### src/rtl/pdp8l_ptr_fifo_pkg.sv
// Shared constants for the buffered PDP-8/L paper tape reader: IOP function
// codes, ARM register map and status-register bit positions.
package pdp8l_ptr_pkg;

    localparam logic [2:0] IOP_SKIP   = 3'o1;
    localparam logic [2:0] IOP_READ   = 3'o2;
    localparam logic [2:0] IOP_STEP   = 3'o4;
    localparam logic [2:0] IOP_RDSTEP = 3'o6;

    localparam logic [15:0] PTR_IDENT = 16'h5052;

    localparam int R1_RDFLAG  = 31;
    localparam int R1_ENABLE  = 30;
    localparam int R1_RDSTEP  = 29;
    localparam int R1_INTENAB = 28;
    localparam int R1_OVERRUN = 27;
    localparam int R1_FLUSH   = 26;

    typedef enum logic [1:0] {
        REG_IDENT  = 2'd0,
        REG_STATUS = 2'd1,
        REG_DATA   = 2'd2,
        REG_NONE   = 2'd3
    } arm_reg_e;

    // Occupancy and free-space fields are 8 bits wide; a 256-deep FIFO saturates.
    function automatic logic [7:0] sat8(input logic [8:0] v);
        return (v > 9'd255) ? 8'hFF : v[7:0];
    endfunction

endpackage

### src/rtl/pdp8l_ptr_fifo_if.sv
// IOP bus and ARM register bus seen by the paper tape reader; the CPU/ARM side
// drives through the master modport, the device uses the slave modport.
interface pdp8l_ptr_fifo_if;

    logic        CSTEP;
    logic        BINIT;
    logic        armwrite;
    logic [1:0]  armraddr;
    logic [1:0]  armwaddr;
    logic [31:0] armwdata;
    logic [31:0] armrdata;
    logic        iopstart;
    logic        iopstop;
    logic [11:0] ioopcode;
    logic [11:0] cputodev;
    logic [11:0] devtocpu;
    logic        AC_CLEAR;
    logic        IO_SKIP;
    logic        INT_RQST;

    modport master (
        output CSTEP, BINIT, armwrite, armraddr, armwaddr, armwdata,
               iopstart, iopstop, ioopcode, cputodev,
        input  armrdata, devtocpu, AC_CLEAR, IO_SKIP, INT_RQST
    );

    modport slave (
        input  CSTEP, BINIT, armwrite, armraddr, armwaddr, armwdata,
               iopstart, iopstop, ioopcode, cputodev,
        output armrdata, devtocpu, AC_CLEAR, IO_SKIP, INT_RQST
    );

endinterface

### src/rtl/pdp8l_ptr_fifo_sync_fifo.sv
// 8-bit synchronous FIFO with wrap-bit pointers, flush and async reset.
// Pushes into a full FIFO and pops from an empty one are ignored.
module pdp8l_sync_fifo #(
    parameter int DEPTH_LOG2 = 4
) (
    input  logic                CLOCK,
    input  logic                RESET,
    input  logic                push,
    input  logic                pop,
    input  logic                flush,
    input  logic [7:0]          wdata,
    output logic [7:0]          rdata,
    output logic                full,
    output logic                empty,
    output logic [DEPTH_LOG2:0] count
);

    localparam int AW = DEPTH_LOG2;

    logic [7:0]  mem [2**AW];
    logic [AW:0] wptr;
    logic [AW:0] rptr;
    logic        do_push;
    logic        do_pop;

    assign empty   = (wptr == rptr);
    assign full    = (wptr[AW] != rptr[AW]) && (wptr[AW-1:0] == rptr[AW-1:0]);
    assign count   = wptr - rptr;
    assign do_push = push & ~full & ~flush;
    assign do_pop  = pop & ~empty & ~flush;
    assign rdata   = mem[rptr[AW-1:0]];

    always_ff @(posedge CLOCK or posedge RESET) begin
        if (RESET) begin
            wptr <= '0;
            rptr <= '0;
        end else if (flush) begin
            wptr <= '0;
            rptr <= '0;
        end else begin
            if (do_push) wptr <= wptr + 1'b1;
            if (do_pop)  rptr <= rptr + 1'b1;
        end
    end

    // NOTE: storage is not reset; the pointers alone decide which entries are valid.
    always_ff @(posedge CLOCK) begin
        if (do_push) mem[wptr[AW-1:0]] <= wdata;
    end

endmodule

### src/rtl/pdp8l_ptr_fifo.sv
// Buffered PDP-8/L paper tape reader: ARM pushes chars into a FIFO, reader IOPs
// consume them via a holding register. Define PTR_OVERRUN_EN for sticky overrun.
module pdp8l_ptr_fifo
    import pdp8l_ptr_pkg::*;
#(
    parameter logic [5:0]  DEVCODE    = 6'o01,
    parameter int          DEPTH_LOG2 = 4,
    parameter logic [11:0] VERSION    = 12'h002
) (
    input logic              CLOCK,
    input logic              RESET,
    pdp8l_ptr_fifo_if.slave  bus
);

    localparam int            CW      = DEPTH_LOG2 + 1;
    localparam logic [CW-1:0] DEPTH_V = CW'(2 ** DEPTH_LOG2);

    logic        enable,   enable_n;
    logic        intenab,  intenab_n;
    logic        rdflag,   rdflag_n;
    logic        rdstep,   rdstep_n;
    logic        io_skip,  io_skip_n;
    logic [7:0]  rdchar,   rdchar_n;
    logic [11:0] devtocpu, devtocpu_n;
    logic        overrun;

    logic [7:0]    head;
    logic          full;
    logic          empty;
    logic [CW-1:0] count;
    logic [CW-1:0] free_cnt;

    logic wr_status;
    logic wr_data;
    logic flush;
    logic refill;
    logic iop_hit;
    logic unused_bits;

    // BINIT suppresses every other event in its cycle, so it gates all strobes here.
    assign wr_status = ~bus.BINIT & bus.armwrite & (bus.armwaddr == REG_STATUS);
    assign wr_data   = ~bus.BINIT & bus.armwrite & (bus.armwaddr == REG_DATA);
    assign flush     = wr_status & bus.armwdata[R1_FLUSH];
    assign refill    = ~bus.BINIT & ~flush & rdstep & ~empty;
    assign iop_hit   = ~bus.BINIT & bus.CSTEP & bus.iopstart & enable
                     & (bus.ioopcode[11:3] == {3'o6, DEVCODE});

    assign free_cnt    = DEPTH_V - count;
    assign unused_bits = ^{bus.cputodev, bus.armwdata};

    pdp8l_sync_fifo #(.DEPTH_LOG2(DEPTH_LOG2)) u_fifo (
        .CLOCK (CLOCK),
        .RESET (RESET),
        .push  (wr_data),
        .pop   (refill),
        .flush (flush),
        .wdata (bus.armwdata[7:0]),
        .rdata (head),
        .full  (full),
        .empty (empty),
        .count (count)
    );

    // NOTE: every next-state variable takes its current value first, so no latches.
    always_comb begin
        enable_n   = enable;
        intenab_n  = intenab;
        rdflag_n   = rdflag;
        rdstep_n   = rdstep;
        io_skip_n  = io_skip;
        rdchar_n   = rdchar;
        devtocpu_n = devtocpu;

        if (bus.CSTEP && bus.iopstop) begin
            devtocpu_n = '0;
            io_skip_n  = 1'b0;
        end

        if (refill) begin
            rdchar_n = head;
            rdflag_n = 1'b1;
            rdstep_n = 1'b0;
        end

        if (iop_hit) begin
            unique case (bus.ioopcode[2:0])
                IOP_SKIP: io_skip_n = rdflag;
                IOP_READ: begin
                    devtocpu_n = {4'b0, rdchar};
                    rdflag_n   = 1'b0;
                end
                IOP_STEP: begin
                    rdflag_n = 1'b0;
                    rdstep_n = 1'b1;
                end
                IOP_RDSTEP: begin
                    devtocpu_n = {4'b0, rdchar};
                    rdflag_n   = 1'b0;
                    rdstep_n   = 1'b1;
                end
                default: ;
            endcase
        end

        if (wr_status) begin
            enable_n  = bus.armwdata[R1_ENABLE];
            intenab_n = bus.armwdata[R1_INTENAB];
        end

        // A flush discards any pending step; the CPU has to step again.
        if (flush) begin
            rdflag_n = 1'b0;
            rdstep_n = 1'b0;
        end

        if (bus.BINIT) begin
            intenab_n = 1'b1;
            rdflag_n  = 1'b0;
            rdstep_n  = 1'b0;
        end
    end

    always_ff @(posedge CLOCK or posedge RESET) begin
        if (RESET) begin
            enable   <= 1'b0;
            intenab  <= 1'b1;
            rdflag   <= 1'b0;
            rdstep   <= 1'b0;
            io_skip  <= 1'b0;
            rdchar   <= '0;
            devtocpu <= '0;
        end else begin
            enable   <= enable_n;
            intenab  <= intenab_n;
            rdflag   <= rdflag_n;
            rdstep   <= rdstep_n;
            io_skip  <= io_skip_n;
            rdchar   <= rdchar_n;
            devtocpu <= devtocpu_n;
        end
    end

`ifdef PTR_OVERRUN_EN
    always_ff @(posedge CLOCK or posedge RESET) begin
        if (RESET)
            overrun <= 1'b0;
        else if (wr_data && full)
            overrun <= 1'b1;
        else if (wr_status && bus.armwdata[R1_OVERRUN])
            overrun <= 1'b0;
    end
`else
    assign overrun = 1'b0;
`endif

    always_comb begin
        bus.armrdata = '0;
        unique case (arm_reg_e'(bus.armraddr))
            REG_IDENT: bus.armrdata = {PTR_IDENT, 4'd1, VERSION};
            REG_STATUS: begin
                bus.armrdata[R1_RDFLAG]  = rdflag;
                bus.armrdata[R1_ENABLE]  = enable;
                bus.armrdata[R1_RDSTEP]  = rdstep;
                bus.armrdata[R1_INTENAB] = intenab;
                bus.armrdata[R1_OVERRUN] = overrun;
                bus.armrdata[23:16]      = sat8(9'(count));
                bus.armrdata[7:0]        = rdchar;
            end
            REG_DATA: bus.armrdata[31:24] = sat8(9'(free_cnt));
            default:  bus.armrdata = '0;
        endcase
    end

    assign bus.devtocpu = devtocpu;
    assign bus.IO_SKIP  = io_skip;
    assign bus.AC_CLEAR = 1'b0;
    assign bus.INT_RQST = intenab & (rdflag | overrun);

endmodule

### src/flat_wrapper.sv
// flat-port wrapper written by rule: the top's interface ports become plain ports
module pdp8l_ptr_fifo_flat import pdp8l_ptr_pkg::*;
#(
    parameter logic [5:0]  DEVCODE    = 6'o01,
    parameter int          DEPTH_LOG2 = 4,
    parameter logic [11:0] VERSION    = 12'h002
)
  (CLOCK, RESET, bus_CSTEP, bus_BINIT, bus_armwrite, bus_armraddr, bus_armwaddr, bus_armwdata, bus_iopstart, bus_iopstop, bus_ioopcode, bus_cputodev, bus_armrdata, bus_devtocpu, bus_AC_CLEAR, bus_IO_SKIP, bus_INT_RQST);
  pdp8l_ptr_fifo_if bus_i ();
  input logic CLOCK;
  input logic RESET;
  input wire logic [$bits(bus_i.CSTEP)-1:0] bus_CSTEP;
  input wire logic [$bits(bus_i.BINIT)-1:0] bus_BINIT;
  input wire logic [$bits(bus_i.armwrite)-1:0] bus_armwrite;
  input wire logic [$bits(bus_i.armraddr)-1:0] bus_armraddr;
  input wire logic [$bits(bus_i.armwaddr)-1:0] bus_armwaddr;
  input wire logic [$bits(bus_i.armwdata)-1:0] bus_armwdata;
  input wire logic [$bits(bus_i.iopstart)-1:0] bus_iopstart;
  input wire logic [$bits(bus_i.iopstop)-1:0] bus_iopstop;
  input wire logic [$bits(bus_i.ioopcode)-1:0] bus_ioopcode;
  input wire logic [$bits(bus_i.cputodev)-1:0] bus_cputodev;
  output wire logic [$bits(bus_i.armrdata)-1:0] bus_armrdata;
  output wire logic [$bits(bus_i.devtocpu)-1:0] bus_devtocpu;
  output wire logic [$bits(bus_i.AC_CLEAR)-1:0] bus_AC_CLEAR;
  output wire logic [$bits(bus_i.IO_SKIP)-1:0] bus_IO_SKIP;
  output wire logic [$bits(bus_i.INT_RQST)-1:0] bus_INT_RQST;
  assign bus_i.CSTEP = bus_CSTEP;
  assign bus_i.BINIT = bus_BINIT;
  assign bus_i.armwrite = bus_armwrite;
  assign bus_i.armraddr = bus_armraddr;
  assign bus_i.armwaddr = bus_armwaddr;
  assign bus_i.armwdata = bus_armwdata;
  assign bus_i.iopstart = bus_iopstart;
  assign bus_i.iopstop = bus_iopstop;
  assign bus_i.ioopcode = bus_ioopcode;
  assign bus_i.cputodev = bus_cputodev;
  assign bus_armrdata = bus_i.armrdata;
  assign bus_devtocpu = bus_i.devtocpu;
  assign bus_AC_CLEAR = bus_i.AC_CLEAR;
  assign bus_IO_SKIP = bus_i.IO_SKIP;
  assign bus_INT_RQST = bus_i.INT_RQST;
  pdp8l_ptr_fifo #(.DEVCODE(DEVCODE), .DEPTH_LOG2(DEPTH_LOG2), .VERSION(VERSION)) u_core (.CLOCK(CLOCK), .RESET(RESET), .bus(bus_i));
endmodule
### config.mk
export PLATFORM = sky130hd
export DESIGN_NAME = pdp8l_ptr_fifo_flat
export DESIGN_NICKNAME = d
export VERILOG_FILES = /design/src/rtl/pdp8l_ptr_fifo_pkg.sv /design/src/rtl/pdp8l_ptr_fifo_if.sv /design/src/rtl/pdp8l_ptr_fifo_sync_fifo.sv /design/src/rtl/pdp8l_ptr_fifo.sv /design/src/flat_wrapper.sv
export SDC_FILE = /design/constraint.sdc
export NUM_CORES = 1
export LEC_CHECK = 0
export CORE_MARGIN = 10
export CORE_UTILIZATION = 58
export DETAILED_ROUTE_END_ITERATION = 8
export PLACE_DENSITY = 0.82
export SYNTH_ARGS = -nofsm -noshare
export SYNTH_HDL_FRONTEND = slang
export SYNTH_HIERARCHICAL = 1
export SYNTH_SLANG_ARGS = --single-unit
### constraint.sdc
create_clock -name CLOCK -period 4.6 [get_ports CLOCK]
set_input_delay 0.92 -clock CLOCK [delete_from_list [all_inputs] [get_ports CLOCK]]
set_output_delay 0.92 -clock CLOCK [all_outputs]
set_load 0.005 [all_outputs]
# ---- Yosys cells after proc, flatten, opt, wreduce, memory -nomap -nowiden
# Memory sizes are Yosys's and may differ from the RTL's. A register that Yosys moved wholly into a read port is not among the register bits.
# Index checks and enable logic that the tools add are counted.
dict set report word_totals {
  ram_bits 128
  register_bits 27
  memories 1
  inputBits 67
}
dict set report op_classes {
  eq_ne 12
  muxes 29
  bitwise 20
  addsub 4
  reduce_logical 9
}
# memory depth width rd rd_clocked_by_memory_dff wr line_no
set memory_table {}
lappend memory_table {u_core.u_fifo.mem 16 8 1 1 1 pdp8l_ptr_fifo_sync_fifo.sv:20} ;# logic [7:0] mem [2**AW];
# cell n
set op_table {}
lappend op_table {{12-bit 2-to-1 mux} 3}
lappend op_table {{5-bit 2-to-1 mux} 5}
lappend op_table {{1-bit 2-to-1 mux} 17}
lappend op_table {{1-bit bitwise AND} 16}
lappend op_table {{8-bit case mux with 2 select lines} 1}
lappend op_table {{5-bit case mux with 3 select lines} 1}
lappend op_table {{7-bit case mux with 2 select lines} 1}
lappend op_table {{5-bit by 1-bit adder with 5-bit output (second input constant)} 2}
lappend op_table {{9-bit equality test (second input constant)} 1}
lappend op_table {{3-bit equality test (second input constant)} 2}
lappend op_table {{2-bit nonzero test} 3}
lappend op_table {{5-bit equality test} 1}
lappend op_table {{5-bit subtractor} 1}
lappend op_table {{5-bit subtractor (first input constant)} 1}
lappend op_table {{2-bit by 1-bit equality test with 1-bit output (second input constant)} 2}
lappend op_table {{2-bit equality test (second input constant)} 2}
lappend op_table {{4-bit equality test} 1}
lappend op_table {{1-bit inverter} 4}
lappend op_table {{2-bit OR reduction} 2}
lappend op_table {{3-bit by 1-bit equality test with 1-bit output (second input constant)} 1}
lappend op_table {{3-bit by 2-bit equality test with 1-bit output (second input constant)} 1}
lappend op_table {{3-bit 2-to-1 mux} 1}
lappend op_table {{3-bit OR reduction} 1}
lappend op_table {{1-bit logical AND} 2}
lappend op_table {{other kinds (2)} 2}

# ---- Logic depth before layout (Yosys ltp)
# Gate-level depths: netlist of run 1.
dict set report depth {
  ltp_word 13
  ltp_mapped 11
  ltp_nobuf 9
}

# ---- Cells and area by module
# Netlist of run 1, hierarchy kept.
# module instances area_each_um2 seq_area_each_um2 cells_per_inst
set by_module_without_submodules {}
lappend by_module_without_submodules {pdp8l_sync_fifo 1 5701.7 4093.9 314}
lappend by_module_without_submodules {pdp8l_ptr_fifo 1 1417.6 626.9 147}

# ---- Least setup slack after synthesis of run 1
# Ideal clock, no wire load.
dict set report synth_path {
  path_kind {reg-to-output}
  start {reg u_core.u_fifo.rptr[1]}
  end {out bus_armrdata[28]}
  required_ns 3.680
  path_stages_with_launch 11
  path_buffers 2
  slack_ns 1.516
  t_arrival_ns 2.164
  cell_sequence {dfrtp_1 > buf_2 > buf_1 > inv_1 > ha_1 > a21o_1 > a21oi_1 > xnor2_1 > nor3b_1 > xnor2_1 > o21ai_0}
}
dict set report synth_between {
  elab_chain_cells 3
}
# element line_no
set synth_rtl {}
lappend synth_rtl {{start, declared} pdp8l_ptr_fifo_sync_fifo.sv:22} ;# logic [AW:0] rptr;
lappend synth_rtl {{start signal, assigned} pdp8l_ptr_fifo_sync_fifo.sv:42} ;# if (do_pop) rptr <= rptr + 1'b1;
lappend synth_rtl {{5-bit subtractor} pdp8l_ptr_fifo_sync_fifo.sv:28} ;# assign count = wptr - rptr;
lappend synth_rtl {{named net u_core.count[3]} pdp8l_ptr_fifo.sv:30} ;# logic [CW-1:0] count;
lappend synth_rtl {{5-bit subtractor} pdp8l_ptr_fifo.sv:48} ;# assign free_cnt = DEPTH_V - count;
lappend synth_rtl {{5-bit case mux with 3 select lines} pdp8l_ptr_fifo.sv:158} ;# unique case (arm_reg_e'(bus.armraddr))
lappend synth_rtl {{end, declared} flat_wrapper.sv:22} ;# output wire logic [$bits(bus_i.armrdata)-1:0] bus_armrdata;
# The timed path passes the listed nets, and every way through them passes these cells.

# ---- Final worst setup path of run 1
dict set report layout_path {
  start {reg u_core.u_fifo.wptr[0]}
  end {out bus_armrdata[28]}
}
dict set report layout_between {
  elab_chain_cells 3
}
# element line_no
set layout_rtl {}
lappend layout_rtl {{start, declared} pdp8l_ptr_fifo_sync_fifo.sv:21} ;# logic [AW:0] wptr;
lappend layout_rtl {{start signal, assigned} pdp8l_ptr_fifo_sync_fifo.sv:41} ;# if (do_push) wptr <= wptr + 1'b1;
lappend layout_rtl {{5-bit subtractor} pdp8l_ptr_fifo_sync_fifo.sv:28}
lappend layout_rtl {{named net u_core.count[1]} pdp8l_ptr_fifo.sv:30}
lappend layout_rtl {{5-bit subtractor} pdp8l_ptr_fifo.sv:48}
lappend layout_rtl {{5-bit case mux with 3 select lines} pdp8l_ptr_fifo.sv:158}
# The timed path passes the listed nets, and every way through them passes these cells.

==> results of run 1 <==
[worst max-delay path: cells and delay by family (launching register included)]
| kind | cells | cell delay [ns] |
|---|---|---|
| xor gates and xnor gates | 1 | 0.09 |
| adders and majority gates | 3 | 0.83 |
| DFF | 1 | 0.42 |
| and+or+nand+nor | 1 | 0.26 |
| buffers and inverters | 4 | 0.84 |
| AOI/OAI and AO/OA | 1 | 0.15 |
[path summary, 6_finish.rpt]
kind                                            end  depth (start not counted)  slack (ns)             startpoint
max                                bus_armrdata[28]                         10        0.68  u_core/u_fifo/wptr[0]
min                                u_core/rdchar[1]                          1        0.51       u_core/rdchar[1]
max reg2reg                u_core/u_fifo/mem[15][7]                          6        1.28  u_core/u_fifo/rptr[3]
min reg2reg                        u_core/rdchar[1]                          1        0.51       u_core/rdchar[1]
max in group asynchronous          u_core/rdchar[0]                          2        2.93                  RESET
min in group asynchronous     u_core/u_fifo/rptr[0]                          2        0.88                  RESET
[layer usage]
metal  vias up  wire (µm)
li1       1861          -
met1      2068       6070
met2       198       7360
met3        25       1570
met4         0        336
met5         -          0
[registers in the layout (all words and copies together) (netlist names), 5 cells and up]
name / flops
u_core/rdchar: 8
u_core/u_fifo/mem: 128
u_core/u_fifo/rptr: 5
u_core/u_fifo/wptr: 5
u_core/bus.devtocpu: 12
[power groups by stage]
stage	sequential (mW)	combinational (mW)	clock, mW
floorplan	1.67	0.306	0
finish	1.67	0.462	1.23
detailed placement	1.70	0.456	0
CTS	1.67	0.461	1.25
global placement	1.69	0.441	0
global route	1.67	0.522	1.32
[final cells by class]
cell class	count	area, µm²
clock inverter	15	93.8
inverter	27	101
tap	147	184
multi-input combinational	249	2140
fill	792	3600
sequential	163	4720
clock buffer	17	425
timing repair buffer	76	746
[metrics by stage]
step / utilization [%] / hold WS (ns)
floorplan: - / 0.476
CTS: 70.1 / 0.512
finish: 70.1 / 0.510
global placement: 65.7 / 0.495
detailed placement: 65.7 / 0.499
global route: 70.1 / 0.536
==> metrics.md, run 1 <==
| Metric | Value |
|---|---|
| Crit Path Max Fanout | 4 |
| CTS Buffer Depth | 2 |
| Max VDD drop | 0.320 mV |
| Syn_area_per_cell | 15.5 µm² |
| Num CTS Buffers | 17 |
| Crit-path max cell delay | 0.53 ns |
| Crit path DAT | 3.00 ns |
| Int Power | 2.51 mW |
| Grt met1 use | 23.3% |
| Unrepaired setup endpoints after global routing | false |
| Fmax | 0.255 GHz |
| Fraction of layout cells with a size suffix above 1 | 13.9% |
| Final hold vios | 0 |
| H-tree lvl count | 4 |
| Comb pwr share | 13.7% |
| Leak | 2.94 nW |
| Crit path cell chain | inv_1, ha_1, inv_1, fa_1, inv_1, ha_1, nor3b_1, xnor2_1, o21ai_0, clkdlybuf4s50_1 |
| Worst setup EP type | output port |
| Final setup fails | 0 |
| Final Non-Filler Cells | 694 |
| Nets | 612 |
| Rel. slew slack | 37.5% |
| M2 GR Usage | 30.7% |
| Clock share of power | 36.6% |
| Vias per cell | 5.98 |
| Sw Pwr | 0.850 mW |
| DR WL/cell | 22.1 µm |
| PwrDens | 399 nW/µm² |
| Pin count of the biggest net entering global routing | 44 |
| Routed vias | 4152 |
| CTS tree | built |
| Required time of the critical path | 3.68 ns |
| Setup TNS | 0 ns |
| Final Cell Area | 8420 µm² |
| Placed wire-length estimate | 10500 µm |
| Sequential share of power | 49.7% |
| Setup WS post-layout | 0.675 ns |
| Number of DRC markers in iteration 0 | 331 |
| Slew @ Worst Pin | 0.934 ns |
| Input/output buffers | 70 |
| Total power | 3.36 mW |
| Worst path most repeated cell | inv_1 |
| Worst skew pair latency | 0.42 ns |
| Max-slew violations | 0 |
| I/O pins | 114 |
| Final Cycle Share | 85.3% |
| Worst-path clk slew | 0.06 ns |
| Synth Instances | 460 |
| Ys Warns | 6 |
| GRT overflow | 0 |
| Starting Density | 59.2% |
| Cell Area, Synth | 7120 µm² |
| Residual DRC | 0 |
| Antenna Nets Post-Route | 0 |
| Setup bufs post-CTS | 0 |
| Initial antenna violation count | 0 |
| Minimum clock period | 3.92 ns |
| Crit start category | flop |
| Final Wtd Congestion | 0.825 |
| Sw Ratio | 25.3% |
| Drt total wl | 15300 µm |
| Ant. Diodes | 0 |
| Root buffer cell | clkbuf_16 |
| Placed standard-cell area | 7900 µm² |
| Dpl cells | 662 |
| Pre-CTS WS | 0.670 ns |
| Area delta synth->final | 18.3% |
| Worst path slowest cell | clkdlybuf4s50_1 |
| Max Cap Violations | 0 |
| First-pass GRT wire length | 24100 µm |
| # clock sinks | 163 |
| Post-cts resize count | 0 |
| Busiest grt layer | met2 |
| Post-CTS Hold Fix Bufs | 0 |
| Run status | finished, final reports clean |
| Gr usage total | 19.1% |
| DIE AREA | 17100 µm² |
| DR pass1 iterations | 4 |
| Final Skew | 0.00845 ns |
| Met3 usage | 6.73% |
| Min-delay worst type | flop to flop |
| Core ar. | 12000 µm² |
| Number of global-route vias before repair | 4194 |
| Critical setup path kind | flop to output port |
| Rows | 40 |
| Commonest non-fill, non-tap cells in the layout | 128 x edfxtp_1, 70 x clkdlybuf4s50_1, 35 x mux2i_1 |
| Die height | 131 µm |
| Commonest non-fill, non-tap cell in the layout | edfxtp_1 |
| Die Span X | 131 µm |
Power figures use the tool's default switching activity.
==> inputs of run 2 (changes only) <==
--- a/config.mk
+++ b/config.mk
@@ -6,9 +6,9 @@
 export NUM_CORES = 1
 export LEC_CHECK = 0
 export CORE_MARGIN = 10
-export CORE_UTILIZATION = 58
+export CORE_UTILIZATION = 50
 export DETAILED_ROUTE_END_ITERATION = 8
-export PLACE_DENSITY = 0.82
+export PLACE_DENSITY = 0.72
 export SYNTH_ARGS = -nofsm -noshare
 export SYNTH_HDL_FRONTEND = slang
 export SYNTH_HIERARCHICAL = 1
==> metrics.md, run 2 (synthesis results as in run 1) <==
| Metric | Value |
|---|---|
| Commonest non-fill, non-tap cell in the layout | edfxtp_1 (unchanged) |
| Commonest non-fill, non-tap cells in the layout | 128 x edfxtp_1, 70 x clkdlybuf4s50_1, 35 x mux2i_1 (unchanged) |
| Final Skew | 0.00936 ns (was 0.00845 ns) |
| Max VDD drop | 0.269 mV (was 0.320 mV) |
| Fmax | 0.258 GHz (was 0.255 GHz) |
| Fillers | 1055 (was 792) |
| DIE AREA | 19400 µm² (was 17100 µm²) |
| Area delta synth->final | 19.4% (was 18.3%) |
| Die Span X | 139 µm (was 131 µm) |
| Post-cts resize count | 0 (unchanged) |
| Leak | 3.00 nW (was 2.94 nW) |
| Final hold vios | 0 (unchanged) |
| Worst setup EP type | output port (unchanged) |
| Max-slew violations | 0 (unchanged) |
| Worst-path clk slew | 0.06 ns (about the same) |
| Max FFs per register | 128 (unchanged) |
| Footprint of the multi-input gates | 2140 µm² (unchanged) |
| Residual DRC | 0 (unchanged) |
| Crit start category | flop (unchanged) |
| Post-CTS Hold Fix Bufs | 0 (unchanged) |
| Unrepaired setup endpoints after global routing | false (unchanged) |
| # clock sinks | 163 (unchanged) |
| Total power | 3.39 mW (was 3.36 mW) |
| GRT overflow | 0 (unchanged) |
| Final setup fails | 0 (unchanged) |
| Sequential cell area | 4720 µm² (unchanged) |
| Root buffer cell | clkbuf_16 (unchanged) |
| Final Wtd Congestion | 0.826 (was 0.825) |
| Run status | finished, final reports clean (unchanged) |
| Minimum clock period | 3.87 ns (was 3.92 ns) |
| Num CTS Buffers | 17 (unchanged) |
| Setup bufs post-CTS | 0 (unchanged) |
| Final Cycle Share | 84.1% (was 85.3%) |
| H-tree lvl count | 4 (unchanged) |
| Max Cap Violations | 0 (unchanged) |
| Number of DRC markers in iteration 0 | 252 (was 331) |
| PwrDens | 399 nW/µm² (about the same) |
| Pin count of the biggest net entering global routing | 44 (unchanged) |
| CTS Buffer Depth | 2 (unchanged) |
| Core ar. | 13900 µm² (was 12000 µm²) |
| Critical setup path kind | flop to output port (unchanged) |
| Slew @ Worst Pin | 0.943 ns (was 0.934 ns) |
| Ant. Diodes | 0 (unchanged) |
| First-pass GRT wire length | 23600 µm (was 24100 µm) |
| Crit Path Max Fanout | 4 (unchanged) |
| Rel. slew slack | 36.8% (was 37.5%) |
| Worst skew pair latency | 0.42 ns (about the same) |
| Nets | 617 (was 612) |
| Gr usage total | 15.6% (was 19.1%) |
| Fraction of layout cells with a size suffix above 1 | 14.5% (was 13.9%) |
| Input/output buffers | 70 (unchanged) |
| Number of global-route vias before repair | 4177 (was 4194) |
| Min-delay worst type | flop to flop (unchanged) |
| Crit path DAT | 2.95 ns (was 3.00 ns) |
| Drt total wl | 15200 µm (was 15300 µm) |
| I/O pins | 114 (unchanged) |
| Routed vias | 4042 (was 4152) |
| Required time of the critical path | 3.68 ns (about the same) |
| CTS tree | built (unchanged) |
| Initial antenna violation count | 0 (unchanged) |
| Rows | 43 (was 40) |
| Vias per cell | 5.52 (was 5.98) |
| Antenna Nets Post-Route | 0 (unchanged) |
| Starting Density | 51.1% (was 59.2%) |
| Placed wire-length estimate | 10300 µm (was 10500 µm) |
| DR pass1 iterations | 4 (unchanged) |
| DR WL/cell | 20.7 µm (was 22.1 µm) |
| Die height | 139 µm (was 131 µm) |
| Setup TNS | 0 ns (unchanged) |
run 2: cell type report:
type,count,share of cell area [%]
flip-flops and latches,163,55.6
multi-input cells,249,25.2
repair buffers,81,9.22
clock buffers,18,5.05
well taps,180,2.65
inverters,27,1.19
clock inverters,14,1.12
run 2: metrics by stage:
| stage | util, % | cells | setup slack, ns | hold slack [ns] | area, µm² |
|---|---|---|---|---|---|
| final | 61.0 | 732 | 0.731 | 0.523 | 8500 |
| after floorplan | - | 469 | 1.52 | 0.476 | 7150 |
| after global routing | 61.0 | 732 | 0.525 | 0.545 | 8500 |
| after global placement | 57.2 | 700 | 0.910 | 0.496 | 7980 |
| after detailed placement | 57.2 | 700 | 0.784 | 0.510 | 7980 |
| after CTS | 61.0 | 732 | 0.695 | 0.526 | 8500 |
run 2: routing by layer:
metal / vias to the layer above / routed length (µm) / GRT usage, %
met1: 2025 / 6480 / 19.5
met2: 140 / 7400 / 25.5
met3: 13 / 1150 / 4.36
li1: 1864 / - / -
met4: 0 / 157 / 5.33
met5: - / 0 / 0
run 2: path summary, 6_finish.rpt:
kind,start,to,slack (ns),depth (start not counted)
setup / recovery,u_core/u_fifo/wptr[0],bus_armrdata[28],0.73,10
min in group asynchronous,RESET,u_core/u_fifo/rptr[4],0.85,2
setup reg to reg,u_core/u_fifo/rptr[3],u_core/u_fifo/mem[15][3],1.33,6
max in group asynchronous,RESET,u_core/bus.devtocpu[0],2.95,2
hold reg to reg,u_core/bus.devtocpu[1],u_core/bus.devtocpu[1],0.52,2
hold / removal,u_core/bus.devtocpu[1],u_core/bus.devtocpu[1],0.52,2
run 2: critical path, cell delays in order (launching register included):
cell             delay [ns]
dfrtp_1                0.42
inv_1                  0.15
ha_1                   0.16
inv_1                  0.05
fa_1                   0.45
inv_1                  0.10
ha_1                   0.19
nor3b_1                0.24
xnor2_1                0.09
o21ai_0                0.14
clkdlybuf4s50_1        0.53
run 2: report_power, final:
group | internal (mW) | switching [mW]
clock network | 0.728 | 0.532
logic | 0.208 | 0.253
registers | 1.62 | 0.0447
